[config.mk]
export PLATFORM = sky130hd
export DESIGN_NAME = pair_sum_datapath
export DESIGN_NICKNAME = d
export VERILOG_FILES = /design/src/rtl/pair_sum_pkg.sv /design/src/rtl/pair_sum_datapath_wrap_ptr.sv /design/src/rtl/pair_sum_datapath.sv
export SDC_FILE = /design/constraint.sdc
export NUM_CORES = 1
export LEC_CHECK = 0
export ABC_AREA = 1
export ABC_CLOCK_PERIOD_IN_PS = 4900
export CORE_ASPECT_RATIO = 1.4
export CORE_MARGIN = 1
export CORE_UTILIZATION = 43
export CTS_CLUSTER_SIZE = 16
export DETAILED_ROUTE_END_ITERATION = 10
export PLACE_DENSITY = 0.57
export SKIP_CTS_REPAIR_TIMING = 1
export SLEW_MARGIN = 15
export SYNTH_ARGS = -nofsm -noshare
export SYNTH_HDL_FRONTEND = slang
export SYNTH_SLANG_ARGS = --single-unit
[constraint.sdc]
create_clock -name clk -period 4.9 [get_ports clk]
set_input_delay 0.735 -clock clk [delete_from_list [all_inputs] [get_ports clk]]
set_output_delay 0.735 -clock clk [all_outputs]
set_load 0.05 [all_outputs]
[src/rtl/pair_sum_pkg.sv]
// Shared defaults and helpers for the pair-sum datapath.
package pair_sum_pkg;

  localparam int W_DEFAULT       = 8;
  localparam int DEPTH_A_DEFAULT = 8;
  localparam int SUM_W_DEFAULT   = W_DEFAULT + 1;

  // $clog2 that never returns zero, so a one-entry buffer still gets a
  // legal one-bit pointer/address.
  function automatic int clog2_min1(input int n);
    return (n <= 2) ? 1 : $clog2(n);
  endfunction

endpackage

[src/rtl/pair_sum_datapath_wrap_ptr.sv]
// Wrapping pointer: synchronous reset, increment enable, wraps to zero
// after DEPTH-1.
module wrap_ptr
  import pair_sum_pkg::*;
#(
  parameter int WIDTH = 1,
  parameter int DEPTH = 2
) (
  input  logic             clk,
  input  logic             reset,
  input  logic             inc,
  output logic [WIDTH-1:0] ptr
);

  localparam logic [WIDTH-1:0] LAST = WIDTH'(DEPTH - 1);

  // Pointer register; explicit wrap keeps non-power-of-two depths correct.
  // NOTE: sequential state uses non-blocking assignments so every register
  // samples the values from before the edge, independent of block order.
  always_ff @(posedge clk) begin
    if (reset) begin
      ptr <= '0;
    end else if (inc) begin
      ptr <= (ptr == LAST) ? '0 : ptr + WIDTH'(1);
    end
  end

endmodule

[src/rtl/pair_sum_datapath.sv]
// Pair-sum datapath: captures words into buffer A, accumulates consecutive
// pairs from A into a registered sum, and stores each sum into buffer B.
// Driven directly by the controller's wea/inca/web/incb strobes.
module pair_sum_datapath
  import pair_sum_pkg::*;
#(
  parameter  int W       = W_DEFAULT,
  parameter  int DEPTH_A = DEPTH_A_DEFAULT,
  localparam int DEPTH_B = DEPTH_A / 2,
  localparam int AW      = clog2_min1(DEPTH_A),
  localparam int BW      = clog2_min1(DEPTH_B)
) (
  input  logic          clk,
  input  logic          reset,
  input  logic          wea,
  input  logic          inca,
  input  logic          web,
  input  logic          incb,
  input  logic [W-1:0]  din,
  input  logic [BW-1:0] raddr_b,
  output logic [W:0]    dout_b,
  output logic [W:0]    acc_out,
  output logic          done,
  output logic          err
);

  localparam int SUM_W = W + 1;
  // b_cnt must be able to hold DEPTH_B itself.
  localparam int CW = clog2_min1(DEPTH_B + 1);
  localparam logic [CW-1:0] B_LAST = CW'(DEPTH_B - 1);
  localparam logic [CW-1:0] B_FULL = CW'(DEPTH_B);

  logic [W-1:0]     mem_a [DEPTH_A];
  logic [SUM_W-1:0] mem_b [DEPTH_B];

  logic [AW-1:0]    ptr_a;
  logic [BW-1:0]    ptr_b;
  logic [SUM_W-1:0] acc;
  logic             phase;
  logic [CW-1:0]    b_cnt;

  logic [W-1:0]     rd_a;
  logic             acc_cycle;
  logic             b_error;
  logic             b_write;

  wrap_ptr #(.WIDTH(AW), .DEPTH(DEPTH_A)) u_ptr_a (
    .clk   (clk),
    .reset (reset),
    .inc   (inca),
    .ptr   (ptr_a)
  );

  wrap_ptr #(.WIDTH(BW), .DEPTH(DEPTH_B)) u_ptr_b (
    .clk   (clk),
    .reset (reset),
    .inc   (incb),
    .ptr   (ptr_b)
  );

  // Strobe decode: buffer A read, accumulate qualification, B write gating.
  // NOTE: every signal here is assigned on every path, so no latch is inferred.
  always_comb begin
    rd_a      = mem_a[ptr_a];
    acc_cycle = inca & ~wea;
    // A B write is illegal while A is being written or with half a pair in acc.
    b_error   = web & (wea | phase);
    b_write   = web & ~b_error;
  end

  // Buffer A storage: written at the current pointer, never cleared.
  // NOTE: this array has no reset on purpose; its contents are always
  // rewritten before they are read, and leaving it out keeps it a plain RAM.
  always_ff @(posedge clk) begin
    if (wea) begin
      mem_a[ptr_a] <= din;
    end
  end

  // Buffer B storage: fully cleared by reset so readers see zeros.
  always_ff @(posedge clk) begin
    if (reset) begin
      for (int i = 0; i < DEPTH_B; i++) begin
        mem_b[i] <= '0;
      end
    end else if (b_write) begin
      mem_b[ptr_b] <= acc;
    end
  end

  // Accumulator: load first word of a pair, add the second at full width.
  always_ff @(posedge clk) begin
    if (reset) begin
      acc   <= '0;
      phase <= 1'b0;
    end else if (acc_cycle) begin
      phase <= ~phase;
      acc   <= phase ? acc + {1'b0, rd_a} : {1'b0, rd_a};
    end
  end

  // Status: count accepted B writes (saturating), sticky done and err.
  always_ff @(posedge clk) begin
    if (reset) begin
      b_cnt <= '0;
      done  <= 1'b0;
      err   <= 1'b0;
    end else begin
      if (b_write && b_cnt != B_FULL) begin
        b_cnt <= b_cnt + CW'(1);
      end
      if (b_write && b_cnt == B_LAST) begin
        done <= 1'b1;
      end
      if (b_error) begin
        err <= 1'b1;
      end
    end
  end

  assign dout_b  = mem_b[raddr_b];
  assign acc_out = acc;

endmodule

# Word level (Yosys, flattened, before mapping)
# Memory sizes are Yosys's and may differ from the RTL's. A register that Yosys moved wholly into a read port is not among the register bits.
# Cells that the tools add are included.
dict set report totals {
  n_memories 2
  regBits 20
  wordCells 42
  ram_bits 100
  output_inout_bits 20
}
dict set report classes {
  n_reduce_logical 3
  eq_ne 4
  mux 15
  add_sub_neg 4
  n_bitwise 7
}
# name words word_bits read_ports rd_ports_with_merged_regs wr line_no
set mem_list {}
lappend mem_list {mem_a 8 8 1 1 1 pair_sum_datapath.sv:33} ;# logic [W-1:0] mem_a [DEPTH_A];
lappend mem_list {mem_b 4 9 1 0 4 pair_sum_datapath.sv:34} ;# logic [SUM_W-1:0] mem_b [DEPTH_B];
# op n
set op_table {}
lappend op_table {{two-way mux 9 bit} 2}
lappend op_table {{adder 9 x 8 -> 9 bit} 1}
lappend op_table {{two-way mux 3 bit} 3}
lappend op_table {{OR reduction 9 bit} 1}
lappend op_table {{two-way mux 1 bit} 8}
lappend op_table {{adder 3 x 1 -> 3 bit (second input constant)} 2}
lappend op_table {{two-way mux 2 bit} 2}
lappend op_table {{bitwise AND 1 bit} 3}
lappend op_table {{equality test 3 x 2 -> 1 bit (second input constant)} 1}
lappend op_table {{equality test 3 bit (second input constant)} 1}
lappend op_table {{!= test 3 bit (second input constant)} 1}
lappend op_table {{inverter 1 bit} 3}
lappend op_table {{adder 2 x 1 -> 2 bit (second input constant)} 1}
lappend op_table {{equality test 2 bit (second input constant)} 1}
lappend op_table {{logical AND 1 bit} 2}
lappend op_table {{OR 1 bit} 1}

# Longest topological paths before layout
dict set report logic_depth {
  word_depth 9
  ltp_mapped 18
  mapped_depth_nobuf 17
}

# By module
# From an unflattened synthesis, not the netlist that was laid out.
dict set report hier_totals {
  hier_cells 546
  hier_area_um2 5387.7
}
# mod cells_each area_each_um2 n_inst
set by_module_without_submodules {}
lappend by_module_without_submodules {pair_sum_datapath 514 5148.7 1}
lappend by_module_without_submodules {{wrap_ptr at u_ptr_a} 18 138.9 1}
lappend by_module_without_submodules {{wrap_ptr at u_ptr_b} 14 100.1 1}

# Worst setup path after synthesis
# No wires, ideal clock.
dict set report synth_timing {
  kind {input -> output}
  start {input raddr_b[0]}
  end {output dout_b[7]}
  path_slack_ps 2103
  arrival_time_ps 2062
  stages 5
  t_required_ps 4165
  path_cell_list {buf_2 -> inv_1 -> buf_2 -> o21ai_0 -> o22ai_1}
}
dict set report synth_via {
  elab_chain_cells 1
}
# item line_no
set synth_lines {}
lappend synth_lines {{start, declared} pair_sum_datapath.sv:20} ;# input logic [BW-1:0] raddr_b,
lappend synth_lines {{memory (4 x 9 bit)} n/a}
lappend synth_lines {{end, declared} pair_sum_datapath.sv:21} ;# output logic [W:0] dout_b,
# Every way passes these cells.

# Worst setup path in the final report
dict set report layout_timing {
  start {input raddr_b[0]}
  end {output dout_b[4]}
}
# The elaborated chain is that of the path after synthesis.

==> results.cfg <==
[run_status]
status = completed

[worst_setup_path]
r2r_slack_ps = 1430
timing.critical_path.buf_inv = 3
end_kind = output pin
r2r_end = acc_out[4]$_SDFFE_PP0P_
cp_slowest_cell = clkdlybuf4s50_1
path_depth = 5
critical_path_peak_fanout = 19
cp_top_family = buffers and inverters
arrival_ps = 3020
required_ps = 4160
worstSetupStartpointType = input pin
reg2regPathDepth = 14
slowest_delay_ps = 820
worstPathCellList = clkdlybuf4s50_1 > inv_1 > o21ai_0 > o22ai_1 > clkdlybuf4s50_1
crit_top_cell = clkdlybuf4s50_1
worstSetupPathType = input pin to output pin

[final_layout]
final_cell_area_sq_um = 6506
final_nets = 613
stdcell_count = 745
areaGrowthSynthToFinish_pct = 19.57
utilization = 0.5285
antenna_cells = 0
drive_above_1_share = 0.06891

[timing]
hold_slack_ps = 454.5
fin_crit_sh = 0.7665
max-slew-margin-rel = 0.2636
tightest_slew_ps = 1101
rsz0062_at_grt = false
timing.final.ws_setup_ps = 1144
skew_ps = 5.174
fin_crit_ps = 3756
timing.setup.tns_ps = 0
finalHoldViolCount = 0
setup-violations-final = 0
clock.fmax_mhz = 266.2
drv_slew = 0

[worst_hold_path]
worstHoldPathCells = 2
hp-class = flip-flop to flip-flop
hold_path.startpoint = err$_SDFFE_PP0P_
min_delay_worst_endpoint = err$_SDFFE_PP0P_

[synthesis]
synth_fp_nets = 573
synth_top_area_cell = edfxtp_1
synth_top_area_share = 0.5519
synth.avg_cell_area_sq_um = 10.04
ys_warn_count = 0
ys_ff_latch = 123
synthDistinctLibCells = 30
syn_area_sq_um = 5441
synth_cells = 542
synth_area_leaders = edfxtp_1 (55%), dfxtp_1 (8.5%), nor2_1 (7.4%), nand2_1 (6.0%), o21ai_0 (4.6%)
yosysSeqAreaShare = 0.6365

[clock_tree]
clk_pin_slew_ps = 50
clk_latency_ps = 400
clock-root-buffer = clkbuf_16
cts_tree = done
cts_buffers = 17
htreeDepth = 4
clock_sinks = 123
cts_buffer_depth = 2

[power_and_ir_drop]
finalPower_mw = 2.797
power.leakage_nw = 2.502
irDropWorstVdd_v = 0.0002869
power_density_nw_per_um2 = 429.8

[detailed_routing]
vias = 3809
drt-initial-drc-count = 149
dr.pass1.iters = 4
drc = 0
antenna_left = 0
vias_per_cell = 5.113
postRouteWirelength_mm = 11.67
wl_per_cell_microns = 15.66

[placement]
place.gp.congestion = 0.8194
place_inst = 713
placed_cell_area_sq_um = 5899
place_ws_ps = 1152
port_buffers = 35
hpwl_mm = 7.889

[die]
die_y_microns = 135.1
num_io_pins = 36
core_sq_um = 12310
rows = 48
fp.dieW_microns = 97.08
dieArea_sq_um = 13110
start_util = 0.4420

[run]
drv_cap = 0

[grt]
grt_overflow_total = 0
grt_usage = 0.1887
antenna_found_initial = 0
grt_max_degree = 34
grt_first_pass_wirelength_mm = 18.41
grt_pass1_vias = 3726
## registers in the layout, summed over array words and instances (netlist names), named ones only
| name | count |
|---|---|
| acc_out | 9 |
| mem_a | 64 |
| done | 1 |
| u_ptr_b.ptr | 2 |
| mem_b | 36 |
| err | 1 |
| b_cnt | 3 |
| u_ptr_a.ptr | 3 |
| phase | 1 |
## worst min-delay path, delay by kind of cell (launching register included)
kind                   cells  cell delay [ps]
AO/OA/AOI/OAI              1               50
buffers and inverters      1               50
flip-flops                 1              310
## Yosys cell counts (all sizes together)
master / n
a21oi: 25
buf: 12
and2: 1
nand3: 21
nand2: 90
clkbuf: 5
edfxtp: 100
nor2: 109
xor2: 1
ha: 14
nand4: 1
o211ai: 2
o21a: 3
dfxtp: 23
o21ai: 59
fa: 1
clkinv: 1
o22ai: 15
nand3b: 1
inv: 53
or2: 3
nor3: 1
a211oi: 1
## layer usage
metal  vias up  GRT usage  part of all wire
met2       101     0.3455              0.53
met1      1757     0.1896              0.38
met3        35    0.04244             0.037
met5         -          0                 0
li1       1916          -                 -
met4         0     0.1294             0.048
## area by class of cell
type / instances / area (sq um)
tap: 150 / 187.7
clock inverter: 14 / 177.7
fill: 1066 / 5806
clock buffer: 18 / 429.2
multi-input combinational: 348 / 1673
sequential: 123 / 3463
timing repair buffer: 38 / 372.9
inverter: 54 / 202.7
## worst max-delay path by stage
| stage | from | endpoint | slack (ps) |
|---|---|---|---|
| after floorplan | raddr_b[0] | dout_b[7] | 2100 |
| after global placement | raddr_b[0] | dout_b[5] | 1230 |
| after detailed placement | raddr_b[0] | dout_b[4] | 1150 |
| after CTS | raddr_b[0] | dout_b[4] | 1140 |
| after global routing | raddr_b[0] | dout_b[4] | 940 |
| final | raddr_b[0] | dout_b[4] | 1140 |
## report_power, final
part / switching, mW / total (mW) / internal (mW)
Sequential: 0.0257 / 1.20 / 1.17
Combinational: 0.216 / 0.323 / 0.107
Clock: 0.435 / 1.28 / 0.842
Total: 0.676 / 2.80 / 2.12
## placed cells by master (no fill, tap or decap), types with 2 or more instances in the layout
cell             count
a21oi_1             25
nand3_1             21
dfxtp_1             23
clkinv_2             3
o21a_1               3
clkinvlp_4           3
ha_1                14
nand2_1             87
clkbuf_16           17
or2_2                3
inv_1               51
o21ai_1              8
bufinv_16            4
nor2_1             108
buf_4                3
nand2_2              3
inv_2                2
clkdlybuf4s50_1     35
clkinv_1             4
edfxtp_1           100
o211ai_1             2
o22ai_1             15
o21ai_0             50
## kinds of logic after synthesis
| family | count (synthesis) | share of synthesized area |
|---|---|---|
| flip-flops | 123 | 0.6365 |
| buffers and inverters | 71 | 0.05610 |
| XOR/XNOR | 1 | 0.001610 |
| AO/OA/AOI/OAI | 105 | 0.1035 |
| adder cells (fa/ha/maj) | 15 | 0.03587 |
| AND/OR/NAND/NOR | 227 | 0.1665 |
Note: power is estimated with default switching activity, not from simulation.
